### src/rtl/csi2tx_dphy_esc_pkg.sv
// Shared definitions for the D-PHY data-lane escape-mode receiver:
// LP line encodings, receiver FSM states and entry-command codes.
package csi2tx_dphy_esc_pkg;

  // Line state encoding is {dp, dn}
  localparam logic [1:0] LP11 = 2'b11;
  localparam logic [1:0] LP10 = 2'b10;
  localparam logic [1:0] LP01 = 2'b01;
  localparam logic [1:0] LP00 = 2'b00;

  typedef enum logic [3:0] {
    ST_STOP,
    ST_ENT_10,
    ST_ENT_00A,
    ST_ENT_01,
    ST_ENT_00B,
    ST_CMD,
    ST_LPDT,
    ST_ULPS,
    ST_ULPS_EXIT,
    ST_TRIG_HOLD,
    ST_ERR_WAIT
  } esc_state_e;

  localparam logic [7:0] CMD_LPDT       = 8'hE1;
  localparam logic [7:0] CMD_ULPS       = 8'h1E;
  localparam logic [7:0] CMD_RESET_TRIG = 8'h62;
  localparam logic [7:0] CMD_UNK3       = 8'h5D;
  localparam logic [7:0] CMD_UNK4       = 8'h21;
  localparam logic [7:0] CMD_UNK5       = 8'hA0;

  // One-hot trigger index for a command byte, zero when it is not a trigger
  function automatic logic [3:0] trig_decode(input logic [7:0] cmd);
    logic [3:0] t;
    t = 4'b0000;
    case (cmd)
      CMD_RESET_TRIG: t = 4'b0001;
      CMD_UNK3:       t = 4'b0010;
      CMD_UNK4:       t = 4'b0100;
      CMD_UNK5:       t = 4'b1000;
      default:        t = 4'b0000;
    endcase
    return t;
  endfunction

endpackage

### src/rtl/csi2tx_dphy_lp_line_filter.sv
// Two-flop synchronizer plus stability filter for the LP DP/DN pair;
// publishes the accepted line state and a one-cycle strobe on each change.
module csi2tx_dphy_lp_line_filter
  import csi2tx_dphy_esc_pkg::*;
#(
  parameter int unsigned STABLE_CYC = 4
) (
  input  logic       clk,
  input  logic       reset,
  input  logic       dp_i,
  input  logic       dn_i,
  output logic [1:0] line_o,
  output logic       event_o
);

  localparam int unsigned CW = 4;

  logic [1:0]    meta_q, sync_q, cand_q, line_q;
  logic [CW-1:0] cnt_q;
  logic          event_q;
  logic [CW:0]   run_c;

  // Length of the current run of identical samples, including this one
  assign run_c = (sync_q == cand_q && cnt_q != '0) ?
                 (CW+1)'(cnt_q) + (CW+1)'(1) : (CW+1)'(1);

  always_ff @(posedge clk) begin
    if (reset) begin
      meta_q  <= LP11;
      sync_q  <= LP11;
      cand_q  <= LP11;
      line_q  <= LP11;
      cnt_q   <= '0;
      event_q <= 1'b0;
    end else begin
      meta_q  <= {dp_i, dn_i};
      sync_q  <= meta_q;
      event_q <= 1'b0;
      if (sync_q == line_q) begin
        cnt_q <= '0;
      end else if (run_c >= (CW+1)'(STABLE_CYC)) begin
        line_q  <= sync_q;
        event_q <= 1'b1;
        cnt_q   <= '0;
      end else begin
        cand_q <= sync_q;
        cnt_q  <= run_c[CW-1:0];
      end
    end
  end

  assign line_o  = line_q;
  assign event_o = event_q;

endmodule

### src/rtl/csi2tx_dphy_dat_lane_esc_rx.sv
// Escape-mode receiver for one D-PHY data lane: entry detection, command
// decode, LPDT byte assembly, ULPS tracking and trigger reporting.
module csi2tx_dphy_dat_lane_esc_rx
  import csi2tx_dphy_esc_pkg::*;
#(
  parameter int unsigned STABLE_CYC = 4
) (
  input  logic       clk_os,
  input  logic       reset,
  input  logic       lp_rx_dp,
  input  logic       lp_rx_dn,
  output logic       rx_stop_state,
  output logic       rx_esc_active,
  output logic       rx_lpdt_active,
  output logic [7:0] rx_lpdt_data,
  output logic       rx_lpdt_valid,
  output logic       rx_ulps_active,
  output logic [3:0] rx_trigger,
  output logic       err_esc,
  output logic       err_sync
);

  logic [1:0] line_c;
  logic       event_c;

  csi2tx_dphy_lp_line_filter #(.STABLE_CYC(STABLE_CYC)) u_filter (
    .clk     (clk_os),
    .reset   (reset),
    .dp_i    (lp_rx_dp),
    .dn_i    (lp_rx_dn),
    .line_o  (line_c),
    .event_o (event_c)
  );

  esc_state_e state_q;
  logic       mark_q;
  logic [2:0] bit_cnt_q;
  logic [7:0] shift_q;
  logic       stop_q, esc_q, lpdt_q, ulps_q, valid_q, err_esc_q, err_sync_q;
  logic [7:0] data_q;
  logic [3:0] trig_q;

  logic       bit_c, is_mark_c;
  logic [7:0] cmd_c, byte_c;

  assign bit_c     = (line_c == LP10);
  assign is_mark_c = (line_c == LP10) || (line_c == LP01);
  assign cmd_c     = {shift_q[6:0], bit_c};
  assign byte_c    = {bit_c, shift_q[7:1]};

  always_ff @(posedge clk_os) begin
    if (reset) begin
      state_q    <= ST_STOP;
      mark_q     <= 1'b0;
      bit_cnt_q  <= '0;
      shift_q    <= '0;
      stop_q     <= 1'b1;
      esc_q      <= 1'b0;
      lpdt_q     <= 1'b0;
      ulps_q     <= 1'b0;
      valid_q    <= 1'b0;
      data_q     <= '0;
      trig_q     <= '0;
      err_esc_q  <= 1'b0;
      err_sync_q <= 1'b0;
    end else begin
      valid_q    <= 1'b0;
      trig_q     <= '0;
      err_esc_q  <= 1'b0;
      err_sync_q <= 1'b0;
      if (event_c) begin
        case (state_q)
          ST_STOP: begin
            // LP-10 only starts entry when the line was idle at LP-11
            if (line_c == LP10 && stop_q) begin
              state_q <= ST_ENT_10;
              stop_q  <= 1'b0;
            end else begin
              stop_q <= (line_c == LP11);
            end
          end
          ST_ENT_10, ST_ENT_00A, ST_ENT_01: begin
            if (state_q == ST_ENT_10 && line_c == LP00) begin
              state_q <= ST_ENT_00A;
            end else if (state_q == ST_ENT_00A && line_c == LP01) begin
              state_q <= ST_ENT_01;
            end else if (state_q == ST_ENT_01 && line_c == LP00) begin
              state_q   <= ST_ENT_00B;
              esc_q     <= 1'b1;
              mark_q    <= 1'b0;
              bit_cnt_q <= '0;
            end else if (line_c == LP11) begin
              state_q <= ST_STOP;
              stop_q  <= 1'b1;
            end else begin
              state_q   <= ST_ERR_WAIT;
              err_esc_q <= 1'b1;
            end
          end
          ST_ENT_00B, ST_CMD, ST_LPDT: begin
            if (line_c == LP11) begin
              state_q    <= ST_STOP;
              stop_q     <= 1'b1;
              esc_q      <= 1'b0;
              lpdt_q     <= 1'b0;
              err_sync_q <= (bit_cnt_q != '0);
            end else if (is_mark_c && !mark_q) begin
              mark_q    <= 1'b1;
              bit_cnt_q <= 3'(bit_cnt_q + 3'd1);
              if (state_q == ST_LPDT) begin
                shift_q <= byte_c;
                if (bit_cnt_q == 3'd7) begin
                  data_q  <= byte_c;
                  valid_q <= 1'b1;
                end
              end else begin
                shift_q <= cmd_c;
                state_q <= ST_CMD;
                if (bit_cnt_q == 3'd7) begin
                  if (cmd_c == CMD_LPDT) begin
                    state_q <= ST_LPDT;
                    lpdt_q  <= 1'b1;
                  end else if (cmd_c == CMD_ULPS) begin
                    state_q <= ST_ULPS;
                    ulps_q  <= 1'b1;
                  end else if (trig_decode(cmd_c) != 4'b0000) begin
                    state_q <= ST_TRIG_HOLD;
                    trig_q  <= trig_decode(cmd_c);
                  end else begin
                    state_q   <= ST_ERR_WAIT;
                    err_esc_q <= 1'b1;
                  end
                end
              end
            end else if (line_c == LP00 && mark_q) begin
              mark_q <= 1'b0;
            end else begin
              state_q   <= ST_ERR_WAIT;
              err_esc_q <= 1'b1;
            end
          end
          ST_ULPS: begin
            if (line_c == LP10) state_q <= ST_ULPS_EXIT;
          end
          ST_ULPS_EXIT: begin
            if (line_c == LP11) begin
              state_q <= ST_STOP;
              stop_q  <= 1'b1;
              ulps_q  <= 1'b0;
              esc_q   <= 1'b0;
            end else begin
              state_q <= ST_ULPS;
            end
          end
          ST_TRIG_HOLD, ST_ERR_WAIT: begin
            if (line_c == LP11) begin
              state_q <= ST_STOP;
              stop_q  <= 1'b1;
              esc_q   <= 1'b0;
              lpdt_q  <= 1'b0;
            end
          end
          default: begin
            state_q <= ST_STOP;
            stop_q  <= (line_c == LP11);
          end
        endcase
      end
    end
  end

  assign rx_stop_state  = stop_q;
  assign rx_esc_active  = esc_q;
  assign rx_lpdt_active = lpdt_q;
  assign rx_lpdt_data   = data_q;
  assign rx_lpdt_valid  = valid_q;
  assign rx_ulps_active = ulps_q;
  assign rx_trigger     = trig_q;
  assign err_esc        = err_esc_q;
  assign err_sync       = err_sync_q;

endmodule

### config.mk
export PLATFORM = sky130hd
export DESIGN_NAME = csi2tx_dphy_dat_lane_esc_rx
export DESIGN_NICKNAME = d
export VERILOG_FILES = /design/src/rtl/csi2tx_dphy_esc_pkg.sv /design/src/rtl/csi2tx_dphy_lp_line_filter.sv /design/src/rtl/csi2tx_dphy_dat_lane_esc_rx.sv
export SDC_FILE = /design/constraint.sdc
export NUM_CORES = 1
export LEC_CHECK = 0
export ABC_AREA = 1
export CELL_PAD_IN_SITES_DETAIL_PLACEMENT = 1
export CELL_PAD_IN_SITES_GLOBAL_PLACEMENT = 1
export CORE_ASPECT_RATIO = 0.7
export CORE_MARGIN = 2
export CORE_UTILIZATION = 41
export CTS_CLUSTER_SIZE = 16
export DETAILED_ROUTE_END_ITERATION = 10
export PLACE_DENSITY_LB_ADDON = 0.1
export SYNTH_ARGS = -nofsm -noshare
export SYNTH_HDL_FRONTEND = slang
export SYNTH_HIERARCHICAL = 1
export SYNTH_SLANG_ARGS = --single-unit
### constraint.sdc
create_clock -name clk_os -period 2.4 [get_ports clk_os]
set_input_delay 0.48 -clock clk_os [delete_from_list [all_inputs] [get_ports clk_os]]
set_output_delay 0.48 -clock clk_os [all_outputs]
set_load 0.02 [all_outputs]
==> results of run 1 <==
through the flow:
step                      hold WS, ns  instance area [um^2]  utilization [%]  std cells  total power [mW]
after floorplan                 0.389                  2520                -        358              1.27
after global placement          0.390                  2820             48.4        452              1.39
after detailed placement        0.401                  2820             48.4        452              1.40
after CTS                       0.424                  2900             49.9        460              1.89
after global routing            0.446                  2920             50.2        462              2.00
final                           0.420                  2920             50.2        462              1.88
cells in the final DEF, fill, tap and decap left out:
master / synthesis / routed
nand2_1: 93 / 93
dfxtp_1: 48 / 48
inv_1: 38 / 38
nor2_1: 33 / 33
o21ai_0: 23 / 23
a21oi_1: 22 / 22
clkdlybuf4s50_1: 0 / 22
nand3_1: 18 / 18
ha_1: 11 / 11
a31oi_1: 8 / 8
nand4_1: 7 / 7
inv_2: 6 / 6
nand2_2: 5 / 5
clkbuf_8: 0 / 5
buf_4: 0 / 5
or2_2: 5 / 5
o21ai_1: 4 / 4
a211oi_1: 4 / 4
nor2_2: 4 / 4
clkinv_2: 1 / 3
nor2_4: 3 / 3
nor3_1: 3 / 3
nand2_4: 3 / 3
o211ai_1: 2 / 2
conb_1: 1 / 2
nand3_2: 1 / 1
nor3_2: 1 / 1
nor4_1: 1 / 1
o211a_1: 1 / 1
nor3_4: 1 / 1
clkinv_4: 0 / 1
xor2_1: 1 / 1
or2_1: 1 / 1
xnor2_1: 1 / 1
a21oi_2: 1 / 1
path summary, 6_finish.rpt:
| kind | startpoint | slack (ns) | cells past startpoint | endpoint |
|---|---|---|---|---|
| hold / removal | u_filter/meta_q[0] | 0.42 | 1 | u_filter/sync_q[0] |
| hold reg to reg | u_filter/meta_q[0] | 0.42 | 1 | u_filter/sync_q[0] |
| setup reg to reg | u_filter/line_o[1] | 0.23 | 10 | shift_q[0] |
| setup / recovery | u_filter/line_o[1] | 0.23 | 10 | shift_q[0] |
cell type report:
type	instances	area, um^2
multi-input combinational	259	1350
fill	742	2900
clock inverter	3	18.8
timing repair buffer	27	258
sequential	48	961
tap	75	93.8
inverter	45	170
clock buffer	5	68.8
worst max-delay path, stage by stage (launching register included):
cell and delay, ns:
dfxtp_1 0.49, inv_1 0.11, ha_1 0.28, inv_1 0.04, nor2_2 0.21, inv_1 0.15, nor2_2 0.18, inv_2 0.06
nor2_4 0.28, o21ai_0 0.13, a31oi_1 0.17
report_power, final:
group          switching (mW)  internal [mW]  leakage (nW)
clock                   0.285          0.204        0.0479
combinational           0.334          0.161         0.787
sequential             0.0503          0.845         0.390
total                   0.670           1.21          1.22
layer usage:
layer | vias up | routed length [um]
li1 | 1207 | -
met1 | 1104 | 3640
met2 | 54 | 2870
met3 | 7 | 389
met4 | 0 | 74
met5 | - | 0
flip-flops by register name, indices dropped and copies added, names as in the netlist, 2 cells and up:
register	cells
u_filter/line_o	2
rx_lpdt_data	8
u_filter/cnt_q	4
bit_cnt_q	3
shift_q	8
u_filter/cand_q	2
state_q	4
u_filter/sync_q	2
rx_trigger	4
u_filter/meta_q	2
cell families after synthesis:
| family | after synthesis | share of synthesized area (%) |
|---|---|---|
| AOI/OAI and AO/OA | 65 | 14.3 |
| xor gates and xnor gates | 2 | 0.697 |
| adders and majority gates | 11 | 5.48 |
| buffers and inverters | 51 | 8.27 |
| DFF | 48 | 38.2 |
| other | 1 | 0.149 |
| and+or+nand+nor | 179 | 32.9 |
==> impl_metrics.py, run 1 <==
metrics = {
    "synth": {
        "syn-cell-area_mm2": 0.00251,
        "synth_cell_types": 33,
        "syn_inst": 357,
        "synth_seq_cells": 48,
        "synth_top_area_cell": "dfxtp_1",
        "avgSynthCellArea_um2": 7.04,
        "yosys_warnings": 6,
        "seq_area_frac_synth_pct": 38.2,
        "synth-async-reset-ratio_pct": 0,
        "synth.top_cell.area_share_pct": 38.2,
        "ys.flop_type": "dfxtp_1",
        "synthTopCellsByCount": "nand2_1 (93), dfxtp_1 (48), inv_1 (38), nor2_1 (33), o21ai_0 (23)",
        "synth-edff-count": 0,
        "synth_area_leaders": "dfxtp_1 (38%), nand2_1 (14%), inv_1 (5.7%), ha_1 (5.5%), nor2_1 (4.9%)",
        "yosysMostFrequentCell": "nand2_1",
    },
    "sta": {
        "final.period_utilization_pct": 90.6,
        "period_minus_slack_ns": 2.17,
        "final_max_slew_viol_count": 0,
        "max_freq_mhz": 460,
        "rsz0062_at_grt": "false",
        "hold_viol_final": 0,
        "skew_ns": 0.00525,
        "tns_ns": 0,
        "layout_setup_ws_ns": 0.226,
        "setup_viol": 0,
    },
    "global_routing": {
        "first_global_vias": 2270,
        "use_met3_pct": 3.63,
        "use_met1_pct": 34.0,
        "busiest_layer": "met1",
        "grt_max_degree": 18,
        "grt.met2_usage_pct": 29.8,
        "grt_antenna_before_repair": 0,
        "grt_overflow": 0,
        "grt_pass1_wl_um": 11600,
        "track_usage_pct": 21.4,
    },
    "placement": {
        "routabilityCongestion": 0.950,
        "dp_hpwl_um": 5640,
        "io_buffers": 22,
        "post-place-ws_ns": 0.260,
    },
    "floorplanning": {
        "die_area_mm2": 0.00678,
        "design.portCount": 23,
        "chipWidth_um": 97.6,
        "fp-row-count": 23,
        "core-area_mm2": 0.00581,
        "floorplan.initialDensity_pct": 43.2,
        "die_h_um": 69.5,
    },
    "cts": {
        "ctsHoldBuffers": 0,
        "cts_resized": 0,
        "clock_path_buffers": 2,
        "clkTransAtPathRegs_ns": 0.09,
        "cts_tree": "built",
        "cts_inserted_buffers": 5,
        "htree_levels": 2,
        "root_buffer": "clkbuf_8",
        "post_cts_buffers": 0,
        "clkLatencyLatePin_ns": 0.31,
        "numClockSinks": 48,
    },
    "min_path": {
        "hold_path_class": "reg -> reg",
    },
    "critical_path": {
        "cp.required_ns": 2.63,
        "worstSetupPathType": "reg -> reg",
        "cp-end-kind": "flip-flop",
        "start_kind": "flip-flop",
        "arrival_ns": 2.41,
        "cp_max_fo": 17,
    },
    "routing": {
        "dr.pass1.iters": 4,
        "detail-route-antenna-nets": 0,
        "drt_iter0_markers": 103,
        "route.detailed.drc": 0,
        "wl_per_cell_um": 15.1,
        "via_per_inst": 5.13,
        "wl_um": 6980,
        "vias": 2372,
    },
    "pwr": {
        "p_per_area_mw_per_mm2": 644,
        "p_leak_nw": 1.22,
        "ir_drop_v": 0.000269,
    },
    "final_layout": {
        "drive_above_1_share_pct": 11.4,
        "syn_to_final_growth_pct": 16.1,
        "num_antenna_cells": 0,
        "nNetsFinal": 401,
    },
    "flow_run": {
        "maxCapViolCount": 0,
    },
    "outcome": {
        "status": "completed",
    },
}
(Power assumes the default switching activity.)
==> inputs of run 2 (changes only) <==
Settings changed: CORE_MARGIN 2 to unset, SYNTH_HIERARCHICAL 1 to unset.
==> impl_metrics.py, run 2 <==
metrics = {
    "outcome": {
        "status": "completed",
    },
    "floorplanning": {
        "fp-row-count": 23,
        "chipWidth_um": 94.8,
        "die_area_mm2": 0.00635,
        "floorplan.initialDensity_pct": 43.0,
        "design.portCount": 23,
        "core-area_mm2": 0.00576,
        "die_h_um": 67.0,
    },
    "critical_path": {
        "arrival_ns": 2.37,
        "start_kind": "flip-flop",
        "worstPathCellList": "inv_1 > ha_1 > inv_1 > nor2_4 > inv_1 > nor3_4 > nand2_4 > nor3_4 > o21ai_0 > a21oi_1",
        "crit_start": "u_filter.line_o[0]",
        "crit_path_frequent_cell": "inv_1",
        "cp-end-kind": "flip-flop",
        "worstSetupPathType": "reg -> reg",
        "cp_max_fo": 8,
        "rr_startpoint": "u_filter.line_o[0]",
        "critPathSlowestCell": "dfxtp_2",
        "cp.required_ns": 2.63,
        "slowest_delay_ns": 0.40,
    },
    "flow_run": {
        "maxCapViolCount": 0,
    },
    "global_routing": {
        "grt.met2_usage_pct": 32.3,
        "use_met1_pct": 32.8,
        "grt_overflow": 0,
        "grt_max_degree": 19,
        "use_met3_pct": 4.22,
        "track_usage_pct": 21.9,
        "grt_antenna_before_repair": 0,
        "first_global_vias": 2174,
        "grt_pass1_wl_um": 10600,
        "busiest_layer": "met1",
    },
    "pwr": {
        "clock_power_share_pct": 27.9,
        "netSwitchingPower_mw": 0.585,
        "p_leak_nw": 1.24,
        "ir_drop_v": 0.000424,
        "swShare_pct": 32.8,
        "p_per_area_mw_per_mm2": 622,
        "p_int_mw": 1.20,
        "p_comb_share_pct": 22.4,
        "seq_power_share_pct": 49.7,
    },
    "routing": {
        "dr.pass1.iters": 4,
        "drt_iter0_markers": 149,
        "via_per_inst": 5.14,
        "route.detailed.drc": 0,
        "wl_per_cell_um": 14.4,
        "detail-route-antenna-nets": 0,
        "wl_um": 6470,
        "vias": 2302,
    },
    "placement": {
        "io_buffers": 22,
        "post-place-ws_ns": 0.179,
        "routabilityCongestion": 0.888,
        "dp_hpwl_um": 5130,
    },
    "cts": {
        "cts_resized": 0,
        "root_buffer": "clkbuf_8",
        "htree_levels": 2,
        "post_cts_buffers": 0,
        "cts_tree": "built",
        "clkLatencyLatePin_ns": 0.29,
        "clkTransAtPathRegs_ns": 0.09,
        "numClockSinks": 48,
        "ctsHoldBuffers": 0,
        "cts_inserted_buffers": 5,
        "clock_path_buffers": 2,
    },
    "min_path": {
        "min-delay-start": "u_filter.meta_q[0]",
        "hold_path_class": "reg -> reg",
    },
    "synth": {
        "synth_seq_cells": 48,
        "synthSimpleGateAreaFrac_pct": 30.3,
        "avgSynthCellArea_um2": 7.15,
        "seq_area_frac_synth_pct": 38.8,
        "synthAdderAreaFrac_pct": 5.56,
        "synth_compound_area_share_pct": 15.9,
        "synth_area_leaders": "dfxtp_1 (39%), nand2_1 (14%), inv_1 (5.8%), ha_1 (5.6%), a21oi_1 (5.1%)",
        "syn-cell-area_mm2": 0.00247,
        "synthXorXnorAreaFrac_pct": 1.06,
        "yosys_warnings": 0,
        "ys.flop_type": "dfxtp_1",
        "synth_cell_types": 33,
        "synthTopCellsByCount": "nand2_1 (91), dfxtp_1 (48), inv_1 (38), nor2_1 (30)",
        "syn_inst": 346,
        "synth_top_area_cell": "dfxtp_1",
        "synth_mux_area_share_pct": 0,
        "synth.top_cell.area_share_pct": 38.8,
        "synth-async-reset-ratio_pct": 0,
        "synth-edff-count": 0,
        "synth_top_family_by_area": "simple AND/OR/NAND/NOR gates",
        "yosysMostFrequentCell": "nand2_1",
    },
    "sta": {
        "final_max_slew_viol_count": 0,
        "layout_setup_ws_ns": 0.255,
        "hold_viol_final": 0,
        "period_minus_slack_ns": 2.14,
        "fin_worst_hold_slack_ns": 0.415,
        "final.period_utilization_pct": 89.4,
        "tns_ns": 0,
        "skew_ns": 0.00477,
        "rsz0062_at_grt": "false",
        "max_freq_mhz": 466,
        "setup_viol": 0,
    },
    "final_layout": {
        "num_antenna_cells": 0,
        "final_cell_mix": "nand2_1 (91), dfxtp_1 (46), inv_1 (38)",
        "final_common_cell": "nand2_1",
        "fill_cells": 763,
        "utilization_pct": 49.9,
        "syn_to_final_growth_pct": 16.1,
        "drive_above_1_share_pct": 8.58,
        "nNetsFinal": 388,
    },
}
-- run 2: changes by cell type after synthesis, sizes merged, moves of 3 or more --
| cell | delta |
|---|---|
| nor2 | -7 |
| o211ai | +3 |
| nand4 | -3 |
| nand2 | -8 |
| nor3 | +3 |
| a211oi | -3 |
-- run 2: critical path, delay by kind of cell (launching register included) --
family | cells | cell delay (ns)
AO/OA/AOI/OAI | 2 | 0.27
adder cells (fa/ha/maj) | 1 | 0.29
buffers and inverters | 3 | 0.27
flip-flops | 1 | 0.40
AND/OR/NAND/NOR | 4 | 0.85
-- run 2: cell families after synthesis --
logic type / after synthesis
simple gates: 162
other cells: 1
compound gates: 70
fa+ha+maj: 11
buf+inv: 51
xor+xnor: 3
flops: 48
-- run 2: path summary, 6_finish.rpt --
check        slack, ns                  to  cells past startpoint
max               0.26     rx_lpdt_data[3]                     10
min               0.41  u_filter.sync_q[0]                      1
max reg2reg       0.26     rx_lpdt_data[3]                     10
min reg2reg       0.41  u_filter.sync_q[0]                      1
-- run 2: metrics by stage --
stage          total power [mW]  area (um^2)  instances
3_3_place_gp               1.28         2780        441
4_1_cts                    1.80         2870        448
3_5_place_dp               1.30         2780        441
5_1_grt                    1.89         2870        448
6_report                   1.79         2870        448
2_1_floorplan              1.18         2480        347
-- run 2: power groups by stage --
| stage | Sequential (mW) | Clock [mW] | Combinational (mW) |
|---|---|---|---|
| floorplan | 0.893 | 0 | 0.285 |
| global placement | 0.898 | 0 | 0.380 |
| detailed placement | 0.903 | 0 | 0.397 |
| CTS | 0.884 | 0.518 | 0.400 |
| global route | 0.893 | 0.549 | 0.450 |
| finish | 0.887 | 0.499 | 0.400 |
-- run 2: layer usage --
| layer | vias to the layer above | routed length (um) |
|---|---|---|
| met1 | 1090 | 3550 |
| met5 | - | 0 |
| met2 | 37 | 2710 |
| li1 | 1173 | - |
| met4 | 0 | 13 |
| met3 | 2 | 205 |
-- run 2: area by class of cell --
class	instances	area (um^2)	share of cell area [%]
clock buffers	6	82.6	2.87
multi-input cells	248	1320	45.8
inverters	46	174	6.05
repair buffers	24	235	8.19
clock inverters	1	8.76	0.305
flip-flops and latches	48	963	33.5
well taps	75	93.8	3.27
==> inputs of run 3 (changes only) <==
Settings changed: REMOVE_ABC_BUFFERS set to 1.
==> impl_metrics.py, run 3 (synthesized netlist as in run 2, its figures left out) <==
metrics = {
    "sta": {
        "final.period_utilization_pct": 90.7,
        "final_max_slew_viol_count": 0,
        "max_freq_mhz": 459,
        "tns_ns": 0,
        "hold_viol_final": 0,
        "skew_ns": 0.00706,
        "rsz0062_at_grt": "false",
        "setup_viol": 0,
        "period_minus_slack_ns": 2.18,
    },
    "pwr": {
        "p_comb_share_pct": 22.7,
        "clock_power_share_pct": 28.8,
        "ir_drop_v": 0.000309,
        "p_leak_nw": 1.25,
        "seq_power_share_pct": 48.5,
        "report.power.total_mw": 1.82,
        "p_int_mw": 1.21,
        "netSwitchingPower_mw": 0.608,
        "p_per_area_mw_per_mm2": 630,
        "swShare_pct": 33.4,
    },
    "critical_path": {
        "reg2reg_depth": 10,
        "crit_path_frequent_cell": "inv_1",
        "worstPathCellList": "inv_1 > ha_1 > inv_1 > nor2_4 > inv_1 > nor3_4 > nand2_4 > nor3_4 > o21ai_0 > a21oi_1",
        "cp.required_ns": 2.64,
        "critPathSlowestCell": "dfxtp_2",
        "reg2reg_slack_ns": 0.22,
        "cp-end-kind": "flip-flop",
        "start_kind": "flip-flop",
        "worstSetupPathType": "reg -> reg",
        "rr_startpoint": "u_filter.line_o[1]",
        "slowest_delay_ns": 0.42,
        "arrival_ns": 2.42,
        "regToRegEndpoint": "rx_lpdt_data[2]",
        "cp_max_fo": 8,
    },
    "cts": {
        "clkTransAtPathRegs_ns": 0.10,
        "post_cts_buffers": 0,
        "htree_levels": 2,
        "root_buffer": "clkbuf_8",
        "cts_inserted_buffers": 5,
        "cts_tree": "built",
        "clkLatencyLatePin_ns": 0.31,
        "clock_path_buffers": 2,
        "ctsHoldBuffers": 0,
        "numClockSinks": 48,
    },
    "global_routing": {
        "grt_overflow": 0,
        "first_global_vias": 2223,
        "grt_pass1_wl_um": 10900,
        "grt_max_degree": 18,
        "track_usage_pct": 23.0,
        "grt_antenna_before_repair": 0,
    },
    "final_layout": {
        "syn_to_final_growth_pct": 16.9,
        "final_cell_mix": "nand2_1 (91), dfxtp_1 (46), inv_1 (38)",
        "final_common_cell": "nand2_1",
        "drive_above_1_share_pct": 9.31,
        "num_antenna_cells": 0,
        "nNetsFinal": 390,
    },
    "placement": {
        "routabilityCongestion": 0.905,
        "dp_hpwl_um": 5280,
        "io_buffers": 22,
    },
    "min_path": {
        "min_to": "u_filter.sync_q[1]",
        "hold_path_class": "reg -> reg",
        "min-delay-start": "u_filter.meta_q[1]",
        "min_path_cells": 1,
    },
    "routing": {
        "wl_per_cell_um": 15.1,
        "route.detailed.drc": 0,
        "drt_iter0_markers": 99,
        "vias": 2388,
        "via_per_inst": 5.29,
        "wl_um": 6810,
        "detail-route-antenna-nets": 0,
        "dr.pass1.iters": 4,
    },
    "floorplanning": {
        "design.portCount": 23,
        "core-area_mm2": 0.00576,
        "chipWidth_um": 94.8,
        "die_h_um": 67.0,
        "die_area_mm2": 0.00635,
        "floorplan.initialDensity_pct": 43.0,
        "fp-row-count": 23,
    },
    "outcome": {
        "status": "completed",
    },
    "flow_run": {
        "maxCapViolCount": 0,
    },
}
==> run 3: changes by cell type in the layout (fill, tap and decap cells not counted) <==
cell	delta
clkinv_2	+1
buf_4	+2
clkinv_4	-1
inv_6	+1
==> run 3: worst max-delay path by stage <==
stage	slack [ns]	from	to
after floorplan	0.54	u_filter.line_o[0]	rx_lpdt_data[0]
after global placement	0.28	u_filter.line_o[1]	rx_lpdt_data[3]
after detailed placement	0.17	u_filter.line_o[0]	rx_lpdt_data[2]
after CTS	0.14	u_filter.line_o[0]	rx_lpdt_data[2]
after global routing	0.01	u_filter.line_o[0]	rx_lpdt_data[4]
final	0.22	u_filter.line_o[1]	rx_lpdt_data[2]
==> run 3: final cells by class <==
class                   count  area (um^2)
fillers                   760         2860
flip-flops and latches     48          963
repair buffers             26          250
multi-input cells         248         1320
well taps                  75         93.8
inverters                  46          174
clock buffers               6         82.6
clock inverters             2         13.8
==> run 3: worst max-delay path: cells and delay by family (launching register included) <==
family                     cells  cell delay, ns
AOI/OAI and AO/OA              2            0.27
adders and majority gates      1            0.28
DFF                            1            0.42
and+or+nand+nor                4            0.87
buffers and inverters          3            0.27
==> run 3: per-layer routing <==
layer,up-vias,part of all wire (%),GRT usage (%)
li1,1182,-,-
met1,1151,53,32.9
met2,46,42,35.7
met3,9,3.7,3.77
met4,0,1.2,6.06
met5,-,0,0
==> run 3: power by group through the flow <==
| stage | registers, mW | logic, mW | clock network, mW |
|---|---|---|---|
| 4_1_cts | 0.881 | 0.409 | 0.542 |
| 2_1_floorplan | 0.893 | 0.282 | 0 |
| 3_3_place_gp | 0.895 | 0.399 | 0 |
| 5_1_grt | 0.891 | 0.464 | 0.576 |
| 3_5_place_dp | 0.899 | 0.407 | 0 |
| 6_report | 0.884 | 0.414 | 0.525 |
==> run 3: stage by stage <==
| step | cell area [um^2] | std cells | setup WS (ns) | hold WS, ns | util, % |
|---|---|---|---|---|---|
| 2_1_floorplan | 2450 | 342 | 0.538 | 0.389 | - |
| 4_1_cts | 2890 | 451 | 0.142 | 0.420 | 50.2 |
| 6_report | 2890 | 451 | 0.223 | 0.418 | 50.3 |
| 3_5_place_dp | 2790 | 443 | 0.175 | 0.397 | 48.5 |
| 5_1_grt | 2890 | 451 | 0.0122 | 0.426 | 50.3 |
| 3_3_place_gp | 2790 | 443 | 0.275 | 0.390 | 48.5 |
==> run 3: repair_timing <==
item / CTS / global route
setup endpoints to repair: 0 / 8
gates resized for setup: 0 / 2
hold endpoints to repair: 0 / 0
